File: src/rtl/mem_port_arbiter_pkg.sv
// -----------------------------------------------------------------------------
// mem_port_arbiter_pkg
//   Shared definitions for the IF/MEM memory port arbiter: default bus widths,
//   the arbiter FSM state type and the all-ones byte-enable pattern used for
//   every read transaction.
// -----------------------------------------------------------------------------
package mem_port_arbiter_pkg;

    localparam int ADDR_W_DEF = 32;
    localparam int DATA_W_DEF = 32;

    // Wide enough for data buses up to 1024 bits; users slice off the
    // low DATA_W/8 bits they need.
    localparam int                    BE_W_MAX    = 128;
    localparam logic [BE_W_MAX-1:0]   BE_ALL_ONES = '1;

    typedef enum logic [1:0] {
        ARB_IDLE    = 2'd0,
        ARB_BUS_IF  = 2'd1,
        ARB_BUS_MEM = 2'd2
    } arb_state_t;

endpackage

File: src/rtl/mem_port_arbiter.sv
// -----------------------------------------------------------------------------
// mem_port_arbiter
//   Shares one single-ported memory bus between the instruction fetch (IF)
//   stage and the data (MEM) stage. A granted request is registered onto the
//   bus and held until bus_ready; read data returns to the requester with a
//   one-cycle valid pulse. MEM always wins a tie because it belongs to the
//   older instruction.
//
// Ports
//   clk, rst_n                     clock, asynchronous active-low reset
//   if_req/if_addr/if_flush        fetch request, address, squash
//   if_rdata/if_valid              fetched word and completion pulse
//   mem_req/we/be/addr/wdata       data request (load or store)
//   mem_rdata/mem_valid            load data and completion pulse
//   bus_req/we/be/addr/wdata       registered memory bus request
//   bus_ready/bus_rdata            memory completion and read data
//   stall_if/stall_mem             hold signals for the pipeline hazard unit
// -----------------------------------------------------------------------------
module mem_port_arbiter
    import mem_port_arbiter_pkg::*;
#(
    parameter int ADDR_W = ADDR_W_DEF,
    parameter int DATA_W = DATA_W_DEF
) (
    input  logic                  clk,
    input  logic                  rst_n,

    input  logic                  if_req,
    input  logic [ADDR_W-1:0]     if_addr,
    input  logic                  if_flush,
    output logic [DATA_W-1:0]     if_rdata,
    output logic                  if_valid,

    input  logic                  mem_req,
    input  logic                  mem_we,
    input  logic [DATA_W/8-1:0]   mem_be,
    input  logic [ADDR_W-1:0]     mem_addr,
    input  logic [DATA_W-1:0]     mem_wdata,
    output logic [DATA_W-1:0]     mem_rdata,
    output logic                  mem_valid,

    output logic                  bus_req,
    output logic                  bus_we,
    output logic [DATA_W/8-1:0]   bus_be,
    output logic [ADDR_W-1:0]     bus_addr,
    output logic [DATA_W-1:0]     bus_wdata,
    input  logic                  bus_ready,
    input  logic [DATA_W-1:0]     bus_rdata,

    output logic                  stall_if,
    output logic                  stall_mem
);

    localparam int               BE_W    = DATA_W / 8;
    localparam logic [BE_W-1:0]  BE_ONES = BE_ALL_ONES[BE_W-1:0];

    arb_state_t state;
    logic       drop;

    // A requester whose valid is pulsing this cycle has just been served; its
    // still-asserted req must not start a second transaction.
    logic mem_grantable;
    logic if_grantable;

    assign mem_grantable = mem_req & ~mem_valid;
    assign if_grantable  = if_req & ~if_flush & ~if_valid;

    always_ff @(posedge clk or negedge rst_n) begin
        if (!rst_n) begin
            state     <= ARB_IDLE;
            bus_req   <= 1'b0;
            bus_we    <= 1'b0;
            bus_be    <= '0;
            bus_addr  <= '0;
            bus_wdata <= '0;
            if_valid  <= 1'b0;
            mem_valid <= 1'b0;
            if_rdata  <= '0;
            mem_rdata <= '0;
            drop      <= 1'b0;
        end else begin
            if_valid  <= 1'b0;
            mem_valid <= 1'b0;

            case (state)
                ARB_IDLE: begin
                    if (mem_grantable) begin
                        state     <= ARB_BUS_MEM;
                        bus_req   <= 1'b1;
                        bus_we    <= mem_we;
                        bus_be    <= mem_we ? mem_be : BE_ONES;
                        bus_addr  <= mem_addr;
                        bus_wdata <= mem_wdata;
                    end else if (if_grantable) begin
                        state     <= ARB_BUS_IF;
                        bus_req   <= 1'b1;
                        bus_we    <= 1'b0;
                        bus_be    <= BE_ONES;
                        bus_addr  <= if_addr;
                        drop      <= 1'b0;
                    end
                end

                ARB_BUS_IF: begin
                    // The bus cycle cannot be aborted, so a flush only marks
                    // the result as unwanted. A flush in the completion cycle
                    // itself must also suppress the return.
                    if (if_flush) begin
                        drop <= 1'b1;
                    end
                    if (bus_ready) begin
                        state   <= ARB_IDLE;
                        bus_req <= 1'b0;
                        if (!drop && !if_flush) begin
                            if_rdata <= bus_rdata;
                            if_valid <= 1'b1;
                        end
                    end
                end

                ARB_BUS_MEM: begin
                    if (bus_ready) begin
                        state     <= ARB_IDLE;
                        bus_req   <= 1'b0;
                        mem_valid <= 1'b1;
                        if (!bus_we) begin
                            mem_rdata <= bus_rdata;
                        end
                    end
                end

                default: begin
                    state   <= ARB_IDLE;
                    bus_req <= 1'b0;
                end
            endcase
        end
    end

    // Purely from request/valid/flush so the hazard unit never sees a
    // combinational path from the memory's bus_ready.
    assign stall_if  = if_req & ~if_valid & ~if_flush;
    assign stall_mem = mem_req & ~mem_valid;

endmodule

File: config.mk
export PLATFORM = sky130hd
export DESIGN_NAME = mem_port_arbiter
export DESIGN_NICKNAME = d
export VERILOG_FILES = /design/src/rtl/mem_port_arbiter_pkg.sv /design/src/rtl/mem_port_arbiter.sv
export SDC_FILE = /design/constraint.sdc
export NUM_CORES = 1
export LEC_CHECK = 0
export BUFFER_PORTS_ARGS = -buffer_cell sky130_fd_sc_hd__buf_2
export CELL_PAD_IN_SITES_DETAIL_PLACEMENT = 1
export CELL_PAD_IN_SITES_GLOBAL_PLACEMENT = 1
export CORE_MARGIN = 3
export CORE_UTILIZATION = 33
export DETAILED_ROUTE_END_ITERATION = 16
export PLACE_DENSITY = 0.81
export SYNTH_ARGS = -nofsm -noshare
export SYNTH_HDL_FRONTEND = slang
export SYNTH_SLANG_ARGS = --single-unit
File: constraint.sdc
create_clock -name clk -period 1.8 [get_ports clk]
set_input_delay 0.09 -clock clk [delete_from_list [all_inputs] [get_ports clk]]
set_output_delay 0.09 -clock clk [all_outputs]
set_load 0.005 [all_outputs]
* Word-level counts from Yosys, hierarchy flattened
Index checks and enable logic that the tools add are counted.
W data, S select, Z words.
** Word-level totals
- Register bits after elaboration :: 139
- Word-level logic and storage cells :: 63
** Operators by class
- Reduce and logical (&&, ||, !) cells :: 13
- Equal/unequal tests :: 7
- Bitwise logic cells :: 9
- Mux-type cells :: 23
** Operators by type and width (number)
- $mux W32 :: 2
- $mux W1 :: 12
- $mux W4 :: 3
- $mux W2 :: 3
- $ne A2 B2 Y1 const B :: 3
- $reduce_and A2 Y1 :: 3
- $reduce_and A3 Y1 :: 2
- $and A1 B1 Y1 :: 5
- $not A1 Y1 :: 4
- $pmux W1 S2 :: 2
- $pmux W2 S2 :: 1
- $reduce_and A4 Y1 :: 1
- $reduce_bool A2 Y1 :: 2
- $ne A3 B3 Y1 const B :: 1
- $eq A2 B1 Y1 const B :: 1
- $eq A2 B2 Y1 const B :: 1
- $logic_not A1 Y1 :: 2
- $logic_not A2 Y1 :: 1
- $ne A2 B1 Y1 const B :: 1
- $reduce_or A2 Y1 :: 1
- $logic_and A1 B1 Y1 :: 1

* Longest topological paths before layout
- Depth in word-level cells :: 6
- Depth in mapped cells :: 7
- Depth with buffers taken out :: 5

* Worst setup path before layout
OpenSTA, ideal clock, no wires.
- Kind :: register -> register
- Start point :: reg state[0]
- End point :: reg bus_addr[26]
- Library setup time :: 0.127 ns
- Data arrival time :: 1.579 ns
- Cell stages (with the launch flop) :: 8
- Slack :: 0.093 ns
- Cell sequence :: dfrtp_1 -> inv_1 -> ha_1 -> clkbuf_1 -> a21boi_2 -> buf_6 -> buf_8 -> mux2_1
** On the way
- Longest elaborated chain between the ends :: 2
** Ends and longest elaborated chain
- from (decl) :: line mem_port_arbiter.sv:57 : arb_state_t state;
- from (signal assigned) :: line mem_port_arbiter.sv:70 : state <= ARB_IDLE;
- from (signal assigned) :: line mem_port_arbiter.sv:88 : state <= ARB_BUS_MEM;
- from (signal assigned) :: line mem_port_arbiter.sv:95 : state <= ARB_BUS_IF;
- $logic_not A2 Y1 :: line mem_port_arbiter.sv:85 : case (state)
- $reduce_and A2 Y1 (no line)
- to (signal assigned) :: line mem_port_arbiter.sv:92 : bus_addr <= mem_addr;
- to (signal assigned) :: line mem_port_arbiter.sv:99 : bus_addr <= if_addr;
- to (decl) :: line mem_port_arbiter.sv:45 : output logic [ADDR_W-1:0] bus_addr,
No other way between the ends.
A chain may end at the register's enable or synchronous reset.

* Final worst setup path
- Start point :: reg if_valid
- End point :: reg bus_addr[31]
** On the way
- Longest elaborated chain between the ends :: 4
** Ends and longest elaborated chain
- from (decl) :: line mem_port_arbiter.sv:32 : output logic if_valid,
- from (signal assigned) :: line mem_port_arbiter.sv:76 : if_valid <= 1'b0;
- from (signal assigned) :: line mem_port_arbiter.sv:82 : if_valid <= 1'b0;
- from (signal assigned) :: line mem_port_arbiter.sv:116 : if_valid <= 1'b1;
- $not A1 Y1 :: line mem_port_arbiter.sv:66 : assign if_grantable = if_req & ~if_flush & ~if_valid;
- $and A1 B1 Y1 :: line mem_port_arbiter.sv:66
- $reduce_bool A2 Y1 (no line)
- $reduce_and A2 Y1 (no line)
No other way between the ends.

==> results.json <==
{
  "cp-start-kind": "flip-flop",
  "timing.rr.start": "if_valid",
  "groute.usage.overall_pct": 17.9,
  "drive_gt1_share_pct": 66.5,
  "cts_tree": "built",
  "final_max_slew_viol_count": 0,
  "grt_pass1_wl_microns": 26000,
  "io_buffers": 276,
  "clkSinkCount": 139,
  "die-height_microns": 138,
  "antenna_found_initial": 4,
  "syn_nets": 494,
  "irDropWorstVdd_mv": 0.809,
  "p_leak_uw": 0.00429,
  "numCtsBuffers": 17,
  "synthCells": 352,
  "dp_hpwl_microns": 12400,
  "yosysTopAreaCell": "dfrtp_1",
  "drcViolationCount": 0,
  "outcome": "completed",
  "grt.met3_usage_pct": 6.03,
  "syn_area_sq_um": 5730,
  "netlist_top_cells_count": "dfrtp_1 (139), mux2_2 (135), mux2_4 (20)",
  "clk_pin_slew_ps": 60,
  "required_ps": 2080,
  "synthDominantCellAreaShare_pct": 60.7,
  "post_drt_via_cell_ratio": 4.61,
  "cpMaxStageDelayCell": "or3b_4",
  "pin_count": 277,
  "clockBufferDepth": 2,
  "synth.most_common_cell": "dfrtp_1",
  "syn-mean-instance-area_sq_um": 16.3,
  "areaGrowthSynthToFinish_pct": 53.1,
  "first_pass_iters": 4,
  "rows": 47,
  "fp.dieArea_sq_um": 19000,
  "worstHoldStart": "bus_ready",
  "n_fill_cell": 1754,
  "fin_crit_sh_pct": 96.9,
  "grt-busiest-layer": "met2",
  "place_congestion": 0.731,
  "fin_cells": 944,
  "reg2reg_to": "bus_addr[31]",
  "synth_seq_area_share_pct": 60.7,
  "worstSetupPathType": "flip-flop to flip-flop",
  "synth_edf_count": 0,
  "path_cells": "or3b_4 -> a21boi_4 -> buf_12 -> mux2_2",
  "whs_ps": 26.4,
  "synth_area_leaders": "dfrtp_1 (61%), mux2_2 (27%), mux2_4 (5.2%)",
  "grt_use_met2_pct": 34.6,
  "regToRegSetupSlack_ps": 60,
  "path_max_fanout": 31,
  "fp.dieW_microns": 138,
  "final_hold_viol_count": 0,
  "dpl.cell_count": 841,
  "hold_class": "input port to flip-flop",
  "yosysWarnings": 0,
  "rsz0062_at_grt": "no",
  "grt_pass1_vias": 4977,
  "clock.fmax_ghz": 0.573,
  "finClkSkew_ps": 7.13,
  "drtAntennaViolNets": 0,
  "min_period_ps": 1740,
  "ys_ff_latch": 139,
  "setup_tns_ps": 0,
  "grt_max_degree": 49,
  "drv_cap": 0,
  "grt-ovfl-total": 0,
  "insertion_delay_ps": 400,
  "root_buffer": "clkbuf_16",
  "vias": 4351,
  "drt_iter0_markers": 69,
  "synthArstFlopShare_pct": 100,
  "power_density_nw_per_um2": 1680,
  "ys.flop_type": "dfrtp_1",
  "relSlewSlack_pct": 68.4,
  "cp-end-kind": "flip-flop",
  "cpPeakStageDelay_ps": 430,
  "wl_per_cell_microns": 18.6,
  "startpoint": "if_valid",
  "r2r_cells": 4,
  "met1_usage_pct": 17.7,
  "setup_viol": 0,
  "start_util_pct": 34.2,
  "crit_arrival_ps": 2030,
  "final_nets": 851,
  "cp-endpoint": "bus_addr[31]",
  "cts_max_level": 4,
  "wl_microns": 17500,
  "synth_cell_types": 27,
  "fp.coreArea_sq_um": 16800,
  "tightestPinTransition_ps": 474
}
-- layout make-up --
| cell class | count | area (sq um) | share of cell area [%] |
|---|---|---|---|
| Clock buffer | 20 | 457 | 5.21 |
| Clock inverter | 12 | 185 | 2.11 |
| Tap cell | 220 | 275 | 3.14 |
| Sequential cell | 139 | 3480 | 39.7 |
| Multi-Input combinational cell | 189 | 2100 | 24.0 |
| Inverter | 5 | 18.8 | 0.214 |
| Timing Repair Buffer | 357 | 2240 | 25.6 |
| Antenna cell | 2 | 5.00 | 0.0571 |
-- worst max-delay path: cells and delay by family, from the launching register on --
kind | cells | cell delay, ps
buffers and inverters | 1 | 240
AO/OA/AOI/OAI | 1 | 210
flip-flops | 1 | 370
AND/OR/NAND/NOR | 1 | 430
multiplexers | 1 | 360
-- metrics by stage --
| step | power, uW | worst slack (ps) | utilization [%] | area, sq um |
|---|---|---|---|---|
| 3_5_place_dp | 10900 | 63.8 | 44.3 | 7430 |
| 4_1_cts | 14900 | 48.3 | 52.3 | 8760 |
| 5_1_grt | 15600 | 10.6 | 52.3 | 8770 |
| 6_report | 14700 | 55.6 | 52.3 | 8770 |
| 3_3_place_gp | 10500 | 106 | 44.3 | 7430 |
| 2_1_floorplan | 8330 | 93.3 | - | 5730 |
-- metal layers --
layer  wire length [microns]  vias up
met4                     355        4
met5                      25        -
met2                    9700      177
met3                    1390       28
li1                        -     1971
met1                    6060     2171
-- cell usage in the layout (no fill, tap or decap), types with 2 or more instances in the layout --
master         Yosys  final
ha_1               3      2
o22a_1             4      4
dlygate4sd3_1      0     69
buf_12             2      6
bufinv_16          0      4
clkbuf_16          0     17
clkbuf_8           0      2
mux2_2           135    135
o21ai_0            3      3
inv_6              0      3
diode_2            0      2
nand2_1            2      2
inv_1              4      4
buf_4              0      6
nand3_1            2      2
nor2b_1            2      2
a21oi_1            4      4
mux2_4            20     20
clkinv_4           0      3
mux2_1             5      5
buf_2             13    275
dfrtp_1          139    139
-- sequential cells by signal (all words and copies together) (netlist names), 2 cells and up --
register   count
mem_rdata     32
bus_addr      32
bus_wdata     32
state          2
bus_be         4
if_rdata      32
-- cells by family after synthesis --
group	count (synthesis)	share of synthesized area (%)
AOI/OAI and AO/OA	15	1.77
buffers and inverters	24	2.75
DFF	139	60.7
adders and majority gates	3	0.656
and+or+nand+nor	11	1.31
muxes	160	32.8
-- power breakdown --
group | internal (uW) | switching, uW | total [uW]
clock | 2410 | 1360 | 3770
combinational | 3200 | 2210 | 5410
sequential | 4680 | 854 | 5540
total | 10300 | 4420 | 14700
-- worst min-delay path by stage --
stage / depth (start not counted) / to
after CTS: 2 / mem_valid
after global routing: 2 / mem_valid
after floorplan: 0 / bus_addr[0]
after detailed placement: 1 / bus_wdata[15]
final: 2 / mem_valid
after global placement: 1 / bus_wdata[17]
-- what timing repair did --
| action | CTS | global route |
|---|---|---|
| setup buffers | 0 | 0 |
| setup endpoints to repair | 0 | 15 |
| hold endpoints to repair | 145 | 0 |
| gates resized for setup | 0 | 1 |
| hold buffers | 69 | 0 |
(Power assumes the default switching activity.)
